$ cat src/rtl/mux_nx1_pipe_pkg.sv
// Shared constants and helpers for the pipelined N:1 word multiplexer.
// Default geometry, miss counter width and a ceil-log2 helper for parameter defaults.
package mux_nx1_pipe_pkg;

    localparam int MUX_DEF_NUM_IN = 32;
    localparam int MUX_DEF_DATA_W = 32;
    localparam int MUX_MISS_CNT_W = 8;

    function automatic int clog2(input int value);
        int result;
        result = 0;
        while ((1 << result) < value) begin
            result = result + 1;
        end
        return result;
    endfunction

endpackage

$ cat src/rtl/mux_nx1_pipe_tree.sv
// Combinational NUM_IN:1 word selector, used twice by mux_nx1_pipe as the
// lower and upper half-trees of the first pipeline stage.
module mux_tree_nx1
    import mux_nx1_pipe_pkg::*;
#(
    parameter int NUM_IN = 16,
    parameter int DATA_W = 32,
    parameter int SEL_W  = clog2(NUM_IN)
) (
    input  logic [NUM_IN*DATA_W-1:0] in_data,
    input  logic [SEL_W-1:0]         sel,
    output logic [DATA_W-1:0]        out_data
);

    always_comb begin
        out_data = '0;
        for (int k = 0; k < NUM_IN; k++) begin
            if (sel == SEL_W'(k)) begin
                out_data = in_data[k*DATA_W +: DATA_W];
            end
        end
    end

endmodule

$ cat src/rtl/mux_nx1_pipe.sv
// Two-stage pipelined N:1 word multiplexer with valid/ready handshake.
// Optional saturating miss counter enabled by defining MUX_NX1_MISS_CNT_EN.
module mux_nx1_pipe
    import mux_nx1_pipe_pkg::*;
#(
    parameter int NUM_IN = MUX_DEF_NUM_IN,
    parameter int DATA_W = MUX_DEF_DATA_W,
    parameter int SEL_W  = clog2(NUM_IN)
) (
    input  logic                      clk,
    input  logic                      rst_n,
    input  logic [NUM_IN*DATA_W-1:0]  in_data,
    input  logic [NUM_IN-1:0]         in_vld,
    input  logic [SEL_W-1:0]          sel,
    input  logic                      req_vld,
    output logic                      req_rdy,
    output logic [DATA_W-1:0]         out_data,
    output logic [SEL_W-1:0]          out_idx,
    output logic                      out_vld,
    input  logic                      out_rdy,
    output logic [MUX_MISS_CNT_W-1:0] miss_cnt
);

    localparam int HALF_N = NUM_IN / 2;
    localparam int HALF_W = HALF_N * DATA_W;

    if (SEL_W != clog2(NUM_IN) || NUM_IN < 4 || (1 << SEL_W) != NUM_IN) begin : g_bad_params
        $error("mux_nx1_pipe: NUM_IN must be a power of 2 >= 4 and SEL_W = log2(NUM_IN)");
    end

    logic              accept, hit, s2_adv;
    logic [DATA_W-1:0] lo_word, hi_word;

    logic              s1_vld_q, s1_vld_d;
    logic [DATA_W-1:0] s1_lo_q, s1_lo_d;
    logic [DATA_W-1:0] s1_hi_q, s1_hi_d;
    logic              s1_msb_q, s1_msb_d;
    logic [SEL_W-1:0]  s1_sel_q, s1_sel_d;

    logic              out_vld_q, out_vld_d;
    logic [DATA_W-1:0] out_data_q, out_data_d;
    logic [SEL_W-1:0]  out_idx_q, out_idx_d;

    mux_tree_nx1 #(.NUM_IN(HALF_N), .DATA_W(DATA_W), .SEL_W(SEL_W-1)) u_tree_lo (
        .in_data  (in_data[HALF_W-1:0]),
        .sel      (sel[SEL_W-2:0]),
        .out_data (lo_word)
    );

    mux_tree_nx1 #(.NUM_IN(HALF_N), .DATA_W(DATA_W), .SEL_W(SEL_W-1)) u_tree_hi (
        .in_data  (in_data[NUM_IN*DATA_W-1:HALF_W]),
        .sel      (sel[SEL_W-2:0]),
        .out_data (hi_word)
    );

    // S1 may refill in the same cycle it hands its entry to S2.
    assign s2_adv  = !out_vld_q || out_rdy;
    assign req_rdy = !s1_vld_q || s2_adv;
    assign accept  = req_vld && req_rdy;
    assign hit     = accept && in_vld[sel];

    always_comb begin
        s1_vld_d = s1_vld_q;
        s1_lo_d  = s1_lo_q;
        s1_hi_d  = s1_hi_q;
        s1_msb_d = s1_msb_q;
        s1_sel_d = s1_sel_q;
        if (hit) begin
            s1_vld_d = 1'b1;
            s1_lo_d  = lo_word;
            s1_hi_d  = hi_word;
            s1_msb_d = sel[SEL_W-1];
            s1_sel_d = sel;
        end else if (s1_vld_q && s2_adv) begin
            s1_vld_d = 1'b0;
        end
    end

    always_comb begin
        out_vld_d  = out_vld_q;
        out_data_d = out_data_q;
        out_idx_d  = out_idx_q;
        if (s2_adv) begin
            out_vld_d = s1_vld_q;
            if (s1_vld_q) begin
                out_data_d = s1_msb_q ? s1_hi_q : s1_lo_q;
                out_idx_d  = s1_sel_q;
            end
        end
    end

    always_ff @(posedge clk or negedge rst_n) begin
        if (!rst_n) begin
            s1_vld_q   <= 1'b0;
            s1_lo_q    <= '0;
            s1_hi_q    <= '0;
            s1_msb_q   <= 1'b0;
            s1_sel_q   <= '0;
            out_vld_q  <= 1'b0;
            out_data_q <= '0;
            out_idx_q  <= '0;
        end else begin
            s1_vld_q   <= s1_vld_d;
            s1_lo_q    <= s1_lo_d;
            s1_hi_q    <= s1_hi_d;
            s1_msb_q   <= s1_msb_d;
            s1_sel_q   <= s1_sel_d;
            out_vld_q  <= out_vld_d;
            out_data_q <= out_data_d;
            out_idx_q  <= out_idx_d;
        end
    end

    assign out_vld  = out_vld_q;
    assign out_data = out_data_q;
    assign out_idx  = out_idx_q;

`ifdef MUX_NX1_MISS_CNT_EN
    logic                      miss;
    logic [MUX_MISS_CNT_W-1:0] miss_cnt_q, miss_cnt_d;

    assign miss = accept && !in_vld[sel];

    always_comb begin
        miss_cnt_d = miss_cnt_q;
        if (miss && (miss_cnt_q != {MUX_MISS_CNT_W{1'b1}})) begin
            miss_cnt_d = miss_cnt_q + 1'b1;
        end
    end

    always_ff @(posedge clk or negedge rst_n) begin
        if (!rst_n) begin
            miss_cnt_q <= '0;
        end else begin
            miss_cnt_q <= miss_cnt_d;
        end
    end

    assign miss_cnt = miss_cnt_q;
`else
    assign miss_cnt = '0;
`endif

endmodule

$ cat config.mk
export PLATFORM = sky130hd
export DESIGN_NAME = mux_nx1_pipe
export DESIGN_NICKNAME = d
export VERILOG_FILES = /design/src/rtl/mux_nx1_pipe_pkg.sv /design/src/rtl/mux_nx1_pipe_tree.sv /design/src/rtl/mux_nx1_pipe.sv
export SDC_FILE = /design/constraint.sdc
export NUM_CORES = 1
export LEC_CHECK = 0
export CORE_AREA = 2 2 427 429
export CTS_CLUSTER_DIAMETER = 200
export CTS_CLUSTER_SIZE = 8
export DETAILED_ROUTE_END_ITERATION = 10
export DIE_AREA = 0 0 429 431
export GPL_ROUTABILITY_DRIVEN = 0
export PLACE_DENSITY = 0.33
export SETUP_SLACK_MARGIN = 0.3
export SLEW_MARGIN = 0
export SYNTH_ARGS = -nofsm -noshare
export SYNTH_HDL_FRONTEND = slang
export SYNTH_SLANG_ARGS = --single-unit
$ cat constraint.sdc
create_clock -name clk -period 3.2 [get_ports clk]
set_clock_uncertainty 0.15 [all_clocks]
set_input_delay 0.64 -clock clk [delete_from_list [all_inputs] [get_ports clk]]
set_output_delay 0.64 -clock clk [all_outputs]
set_load 0.02 [all_outputs]
# ---- Word-level counts from Yosys, hierarchy flattened
# Cells that the tools add are included.
dict set report classes {
  order_cmp 1
  eq_ne 15
  mux 37
  reduce_logical 10
}
# cell n
set op_table {}
lappend op_table {{32-bit 2-to-1 mux} 33}
lappend op_table {{4-bit == test, second input constant} 8}
lappend op_table {{4-bit by 3-bit == test with 1-bit output, second input constant} 4}
lappend op_table {{4-bit by 2-bit == test with 1-bit output, second input constant} 2}
lappend op_table {{5-bit by 6-bit less-than comparator with 1-bit output, second input constant} 1}
lappend op_table {{1-bit binary-select mux with 5-bit select} 1}
lappend op_table {{4-bit by 1-bit == test with 1-bit output, second input constant} 1}
lappend op_table {{4-bit logical NOT} 1}
lappend op_table {{1-bit logical AND} 3}
lappend op_table {{1-bit 2-to-1 mux} 3}
lappend op_table {{1-bit logical NOT} 2}
lappend op_table {{1-bit logical OR} 2}
lappend op_table {{2-bit AND reduction} 1}
lappend op_table {{2-bit nonzero test} 1}
dict set report totals {
  regBits 109
  input_bits 1065
  output_inout_bits 47
}

# ---- Depth between registers and ports, before layout
# Gate-level depths: netlist (run 1).
dict set report logic_depth {
  word_depth 17
  depth_mapped 12
  ltp_nobuf 6
}

# ---- Hierarchy
# From an unflattened synthesis (run 1), not the netlist that was laid out.
dict set report hier_totals {
  hier_cells 1814
  area_unflattened_um2 15240.9
}
# mod instances cells_per_inst area_per_inst_um2 seq_area_each_um2
set by_module_without_submodules {}
lappend by_module_without_submodules {mux_tree_nx1 2 737 5273.8 0.0}
lappend by_module_without_submodules {mux_nx1_pipe 1 340 4693.3 2702.6}

# ---- Worst setup path before layout (run 1)
# No wires, ideal clock.
dict set report synth_timing {
  path_type {input-to-reg}
  start {input sel[1]}
  end {register s1_lo_q[23]}
  t_arrival_ns 2.256
  t_required_ns 2.918
  setup_slack_ns 0.662
  path_stages 9
  cell_sequence {buf_6 -> buf_12 -> buf_4 -> buf_4 -> buf_4 -> clkbuf_1 -> mux4_2 -> a221oi_1 -> o21ai_1}
}
dict set report synth_via {
  elab_chain_len 17
}
# element line_no
set synth_rtl {}
lappend synth_rtl {{start: declaration} mux_nx1_pipe.sv:14} ;# input logic [SEL_W-1:0] sel,
lappend synth_rtl {{4-bit logical NOT} mux_nx1_pipe_tree.sv:18} ;# if (sel == SEL_W'(k)) begin
lappend synth_rtl {{32-bit 2-to-1 mux (16 in series)} mux_nx1_pipe_tree.sv:18}
lappend synth_rtl {{end signal: assignment} mux_nx1_pipe.sv:104} ;# s1_lo_q <= s1_lo_d;
lappend synth_rtl {{end: declaration} mux_nx1_pipe.sv:35} ;# logic [DATA_W-1:0] s1_lo_q, s1_lo_d;
# Several ways; a longest one is shown, not always the timed one. The select of a mux whose other input is x is not followed.
# A chain may end at the register's enable or synchronous reset.

# ---- Final worst setup path (run 1)
dict set report layout_timing {
  start {input sel[1]}
  end {register s1_hi_q[29]}
}
dict set report layout_via {
  elab_chain_len 17
}
# element line_no
set layout_rtl {}
lappend layout_rtl {{4-bit logical NOT} mux_nx1_pipe_tree.sv:18}
lappend layout_rtl {{32-bit 2-to-1 mux (16 in series)} mux_nx1_pipe_tree.sv:18}
lappend layout_rtl {{end signal: assignment} mux_nx1_pipe.sv:105} ;# s1_hi_q <= s1_hi_d;
lappend layout_rtl {{end: declaration} mux_nx1_pipe.sv:36} ;# logic [DATA_W-1:0] s1_hi_q, s1_hi_d;
# Several ways; a longest one is shown, not always the timed one. The select of a mux whose other input is x is not followed.

==> flow_summary.toml, run 1 <==
[timing]
hold_viol = 0
period_minus_slack_ps = 2930
fin_ws_ps = 273
max_freq_mhz = 342
setup_viol = 0
maxSlewViolCount = 0
whs_ps = 332
maxSlewHeadroom_pct = 36.0
rsz0062_at_grt = "yes"
post-route-period-util_pct = 91.5
tightestPinTransition_ps = 960

[synthesis]
yosysTopAreaCellShare_pct = 18.4
synth_ff_type = "dfrtp_1"
synth.most_common_cell = "nor2_1"
synthArstFlopShare_pct = 100
yosys.area_share.simple_pct = 14.4
syn_inst = 1865
avgSynthCellArea_um2 = 7.86
yosysWarnings = 0
synthTopCellsByCount = "196 x nor2_1, 185 x o21ai_0, 184 x a21oi_1, 162 x nand2_1, 157 x mux2i_1"
synth_top_family_by_area = "compound AO/OA/AOI/OAI gates"
netlist_area_um2 = 14700
synth_seq_cells = 108
synthMuxAreaShare_pct = 25.5
synth_edf_count = 0
synth_fa_ha_area_share_pct = 0
synth_compound_area_share_pct = 33.3
synthDistinctLibCells = 73
synth_largest_area_cell = "dfrtp_1"
synth_area_leaders = "dfrtp_1 18%, mux2i_1 11%, mux4_2 9.8%"
synth_xor_area_share_pct = 0
synth-seq-area-share_pct = 18.4

[placed_design]
port_buffers = 1103
dp.cells = 5408
dp_hpwl_um = 171000
pre_cts_ws_ps = -363

[worst_setup_path]
timing.rr.end = "s1_lo_q[28]"
timing.rr.start = "s1_vld_q"
rr_worst_depth = 10
cp_max_fo = 20
crit_start = "sel[1]"
worstPathArrival_ps = 3090
end_kind = "flip-flop"
start_kind = "input port"
cp.required_ps = 3360
critPathKind = "input port to flip-flop"
crit_end = "s1_hi_q[29]"
r2r_setup_slack_ps = 820

[clocking]
cts_tree = "yes"
max-clock-path-buffers = 2
cts_buffers = 9
root_buffer = "clkbuf_16"
clk_pin_slew_ps = 90
clock_latency_ps = 420
cts.sinks = 108
htree_num_levels = 3
post_cts_buffers = 0

[hold_path]
hold_path_depth = 2
min-delay-start = "s1_hi_q[31]"
min_path_type = "flip-flop to flip-flop"

[finish]
area_delta_synth_final_pct = 110
drive_above_1_share_pct = 15.3
final_nets = 4115
filler_cell_count = 20300
layout.cells.non_filler = 5456
utilization_pct = 17.1

[die]
io_pins = 1112
row_count = 156
die_w_um = 429
die_h_um = 431
start_util_pct = 8.14
fp.dieArea_um2 = 185000
coreArea_um2 = 180000

[power_and_ir_drop]
powerDensity_nw_per_um2 = 308
total_power_uw = 9490
leakagePower_uw = 0.0113
irDropWorstVdd_mv = 0.252

[grt]
grt_use_total_pct = 20.2
grt_overflow = 0
antenna_found_initial = 139
grt_pass1_wl_um = 245000
grt_max_degree = 57
grt_pass1_vias = 22000

[route]
drcViolationCount = 0
wl_met1_um = 86800
num_vias = 21700
met3WireLength_um = 14600
post_drt_via_cell_ratio = 3.97
finalWirelength_um = 195000
ant_nets = 0
wl_met2_um = 90600
top_layer = "met5"
firstDrtPassIters = 5
first_iter_violations = 1751
wire_per_inst_um = 35.8

[job]
maxCapViolCount = 0

[outcome]
status = "completed"
## area by class of cell
type | count | area (um^2) | share of cell area, %
multi-input combinational | 1540 | 11000 | 35.6
sequential | 108 | 2710 | 8.79
timing repair buffer | 1384 | 13700 | 44.6
inverter | 7 | 35.0 | 0.114
antenna | 31 | 77.6 | 0.252
clock inverter | 7 | 91.3 | 0.297
tap | 2370 | 2970 | 9.63
clock buffer | 9 | 225 | 0.732
## worst min path at each step
stage / end / slack, ps
final: s1_hi_q[31] / 330
after global routing: s1_hi_q[22] / 350
after CTS: s1_hi_q[31] / 340
after detailed placement: s1_hi_q[31] / 320
after global placement: s1_hi_q[8] / 310
after floorplan: out_data[0] / 190
## per-layer routing
layer	up-vias	track usage (%)
met4	100	2.99
met1	10800	27.0
met3	223	5.59
met2	982	32.9
li1	9556	-
met5	-	0
## logic make-up (layout without fill, tap and decap cells)
group           after synthesis  after routing
flops                       108            108
other cells                   1             39
compound gates              766            766
mux                         282            282
buf+inv                     224           1407
simple gates                484            484
## power by group
group          internal, uW  switching, uW  total, uW
clock                   572            792       1360
combinational          2820           2900       5720
sequential             1860            539       2400
total                  5260           4230       9490
## placed cells by master, fill, tap and decap left out, types with 20 or more instances in the layout
| cell type | count |
|---|---|
| clkdlybuf4s50_1 | 1097 |
| buf_4 | 237 |
| nor2_1 | 193 |
| o21ai_0 | 185 |
| a21oi_1 | 183 |
| nand2_1 | 160 |
| mux2i_1 | 155 |
| dfrtp_1 | 107 |
| mux4_2 | 64 |
| o22ai_1 | 61 |
| mux2_2 | 53 |
| buf_12 | 45 |
| a221oi_1 | 38 |
| diode_2 | 31 |
| a31oi_1 | 31 |
| o221ai_1 | 31 |
| o31ai_1 | 30 |
| a211oi_1 | 29 |
| o211ai_1 | 25 |
| nor2b_1 | 23 |
| a21o_1 | 22 |
| nand3_1 | 21 |
| o21ai_1 | 20 |
## metrics by stage
step                TNS (ps)  area, um^2
CTS                        0       30600
global placement       -2000       30300
floorplan                  0       14700
finish                     0       30800
global route               0       30700
detailed placement     -1720       30300
## critical path: stages
cell     delay, ps
buf_8          150
buf_4          210
nor2_4         360
buf_4          400
nand2_1        180
a31oi_2        590
a21oi_1        150
buf_4          160
o31ai_2        180
## registers in the layout, indices dropped and copies added (netlist names)
| signal | count |
|---|---|
| out_data | 32 |
| s1_hi_q | 32 |
| s1_lo_q | 32 |
| out_idx | 5 |
| s1_sel_q | 4 |
| out_vld | 1 |
| s1_msb_q | 1 |
| s1_vld_q | 1 |
## timing repair
action | in CTS | in global routing
hold buffers | 1 | 0
hold endpoints to repair | 20 | 0
endpoints found under the setup margin | 4 | 8
gates resized for setup | 4 | 10
Power figures use the tool's default switching activity.
==> run 2: changes to the inputs <==
--- a/config.mk
+++ b/config.mk
@@ -5,6 +5,7 @@
 export SDC_FILE = /design/constraint.sdc
 export NUM_CORES = 1
 export LEC_CHECK = 0
+export CAP_MARGIN = 0
 export CORE_AREA = 2 2 427 429
 export CTS_CLUSTER_DIAMETER = 200
 export CTS_CLUSTER_SIZE = 8
@@ -13,7 +14,7 @@
 export GPL_ROUTABILITY_DRIVEN = 0
 export PLACE_DENSITY = 0.33
 export SETUP_SLACK_MARGIN = 0.3
-export SLEW_MARGIN = 0
+export SLEW_MARGIN = 20
 export SYNTH_ARGS = -nofsm -noshare
 export SYNTH_HDL_FRONTEND = slang
 export SYNTH_SLANG_ARGS = --single-unit
==> flow_summary.toml, run 2 (same netlist as run 1, synthesis figures left out) <==
[outcome]
status = "completed"

[finish]
final_common_cell = "clkdlybuf4s50_1"
drive_above_1_share_pct = 15.2
final_nets = 4116
final_cell_mix = "1,097 x clkdlybuf4s50_1, 237 x buf_4, 193 x nor2_1"
layout.cells.non_filler = 5450
area_delta_synth_final_pct = 110

[timing]
whs_ps = 337
fin_ws_ps = 279
maxSlewHeadroom_pct = 34.3
max_freq_mhz = 342
period_minus_slack_ps = 2920
setup_viol = 0
post-route-period-util_pct = 91.3
tightestPinTransition_ps = 985
rsz0062_at_grt = "yes"
tns_ps = 0
hold_viol = 0
maxSlewViolCount = 0

[placed_design]
dp.cells = 5409
dp_hpwl_um = 171000
pre_cts_ws_ps = -354
port_buffers = 1103

[clocking]
post_cts_buffers = 0
root_buffer = "clkbuf_16"
htree_num_levels = 3
clock_latency_ps = 430
clk_pin_slew_ps = 110
cts.sinks = 108
max-clock-path-buffers = 2
cts_buffers = 9
cts_tree = "yes"

[power_and_ir_drop]
leakagePower_uw = 0.0113
powerDensity_nw_per_um2 = 310
total_power_uw = 9530
irDropWorstVdd_mv = 0.251

[die]
row_count = 156
fp.dieArea_um2 = 185000
die_w_um = 429
io_pins = 1112
start_util_pct = 8.14
coreArea_um2 = 180000
die_h_um = 431

[worst_setup_path]
timing.rr.start = "s1_vld_q"
timing.rr.end = "s1_lo_q[9]"
r2r_setup_slack_ps = 830
critPathKind = "input port to flip-flop"
cpLargestDelayFamily = "compound AO/OA/AOI/OAI gates"
end_kind = "flip-flop"
crit_end = "s1_hi_q[10]"
crit_top_cell = "buf_4"
path_buf_inv = 4
worstSetupPathDepth = 9
crit_slowest_cell = "a31oi_1"
cp_max_fo = 20
worstPathArrival_ps = 3090
cp.required_ps = 3370
path_cells = "buf_8 > buf_4 > nor2_4 > buf_4 > nand2_1 > a31oi_1 > a21oi_1 > buf_4 > o31ai_1"
crit_start = "sel[1]"
start_kind = "input port"
max_stage_delay_ps = 640
rr_worst_depth = 10

[route]
drcViolationCount = 0
firstDrtPassIters = 5
wire_per_inst_um = 35.8
ant_nets = 0
num_vias = 21800
finalWirelength_um = 195000
post_drt_via_cell_ratio = 4.00
first_iter_violations = 1779

[grt]
grt_use_total_pct = 20.2
antenna_found_initial = 141
grt_overflow = 0
grt_pass1_vias = 21800
grt_max_degree = 57
grt_pass1_wl_um = 245000

[job]
maxCapViolCount = 0

[hold_path]
min-delay-start = "s1_hi_q[22]"
min_path_type = "flip-flop to flip-flop"
==> run 2: cell count changes in the layout (fill, tap and decap cells not counted) <==
cell      previous run  this run
o31ai_2              3         2
a31oi_2              3         2
o31ai_1             30        31
a221oi_1            38        39
o22ai_1             61        62
o22ai_2              1         0
o21ai_0            185       184
nand3_2              2         1
o21ai_1             20        21
nand3_1             21        22
buf_2                0         1
a221oi_2             2         1
a31oi_1             31        32
diode_2             31        24
==> run 2: where the power goes <==
part	leakage (uW)	switching [uW]	internal, uW	total [uW]
logic	0.00980	2920	2820	5740
clock network	0.000152	807	572	1380
registers	0.00135	552	1860	2420
==> run 2: worst min-delay path by stage <==
stage / to / depth (start not counted)
after CTS: s1_hi_q[26] / 2
final: s1_hi_q[22] / 1
after global routing: s1_hi_q[22] / 1
after detailed placement: s1_hi_q[12] / 2
after floorplan: out_data[0] / 0
after global placement: s1_hi_q[8] / 2
==> run 2: metrics by stage <==
step	util, %	area [um^2]
floorplan	-	14700
global placement	16.8	30300
detailed placement	16.8	30300
CTS	17.0	30600
global route	17.0	30700
finish	17.1	30700
==> run 2: worst register-to-register path, cell delays in order (launching register included) <==
cell,delay (ps)
dfrtp_1,450
nand3b_1,160
buf_12,160
nand3_1,130
o32ai_2,260
buf_4,150
o21ai_4,60
buf_12,160
buf_12,170
buf_4,200
o31ai_1,230
==> run 2: repair_timing <==
| action | in CTS | in global routing |
|---|---|---|
| endpoints found under the setup margin | 3 | 6 |
| hold endpoints to repair | 17 | 0 |
| hold buffers | 1 | 0 |
| gates resized for setup | 3 | 7 |
==> run 2: per-layer routing <==
metal  wire length (um)  GRT usage [%]  vias up
met4               1770           2.10       78
met3              11700           4.34      197
met1              89800           27.7    10900
met5                460              0        -
li1                   -              -     9569
met2              91600           33.4     1017
==> run 2: layout make-up <==
type                            count  area [um^2]
Fill cell                       20300       149000
Sequential cell                   108         2710
Antenna cell                       24         60.1
Clock buffer                        9          225
Tap cell                         2370         2970
Clock inverter                      7         91.3
Inverter                            7         35.0
Multi-Input combinational cell   1540        10900
Timing Repair Buffer             1385        13700
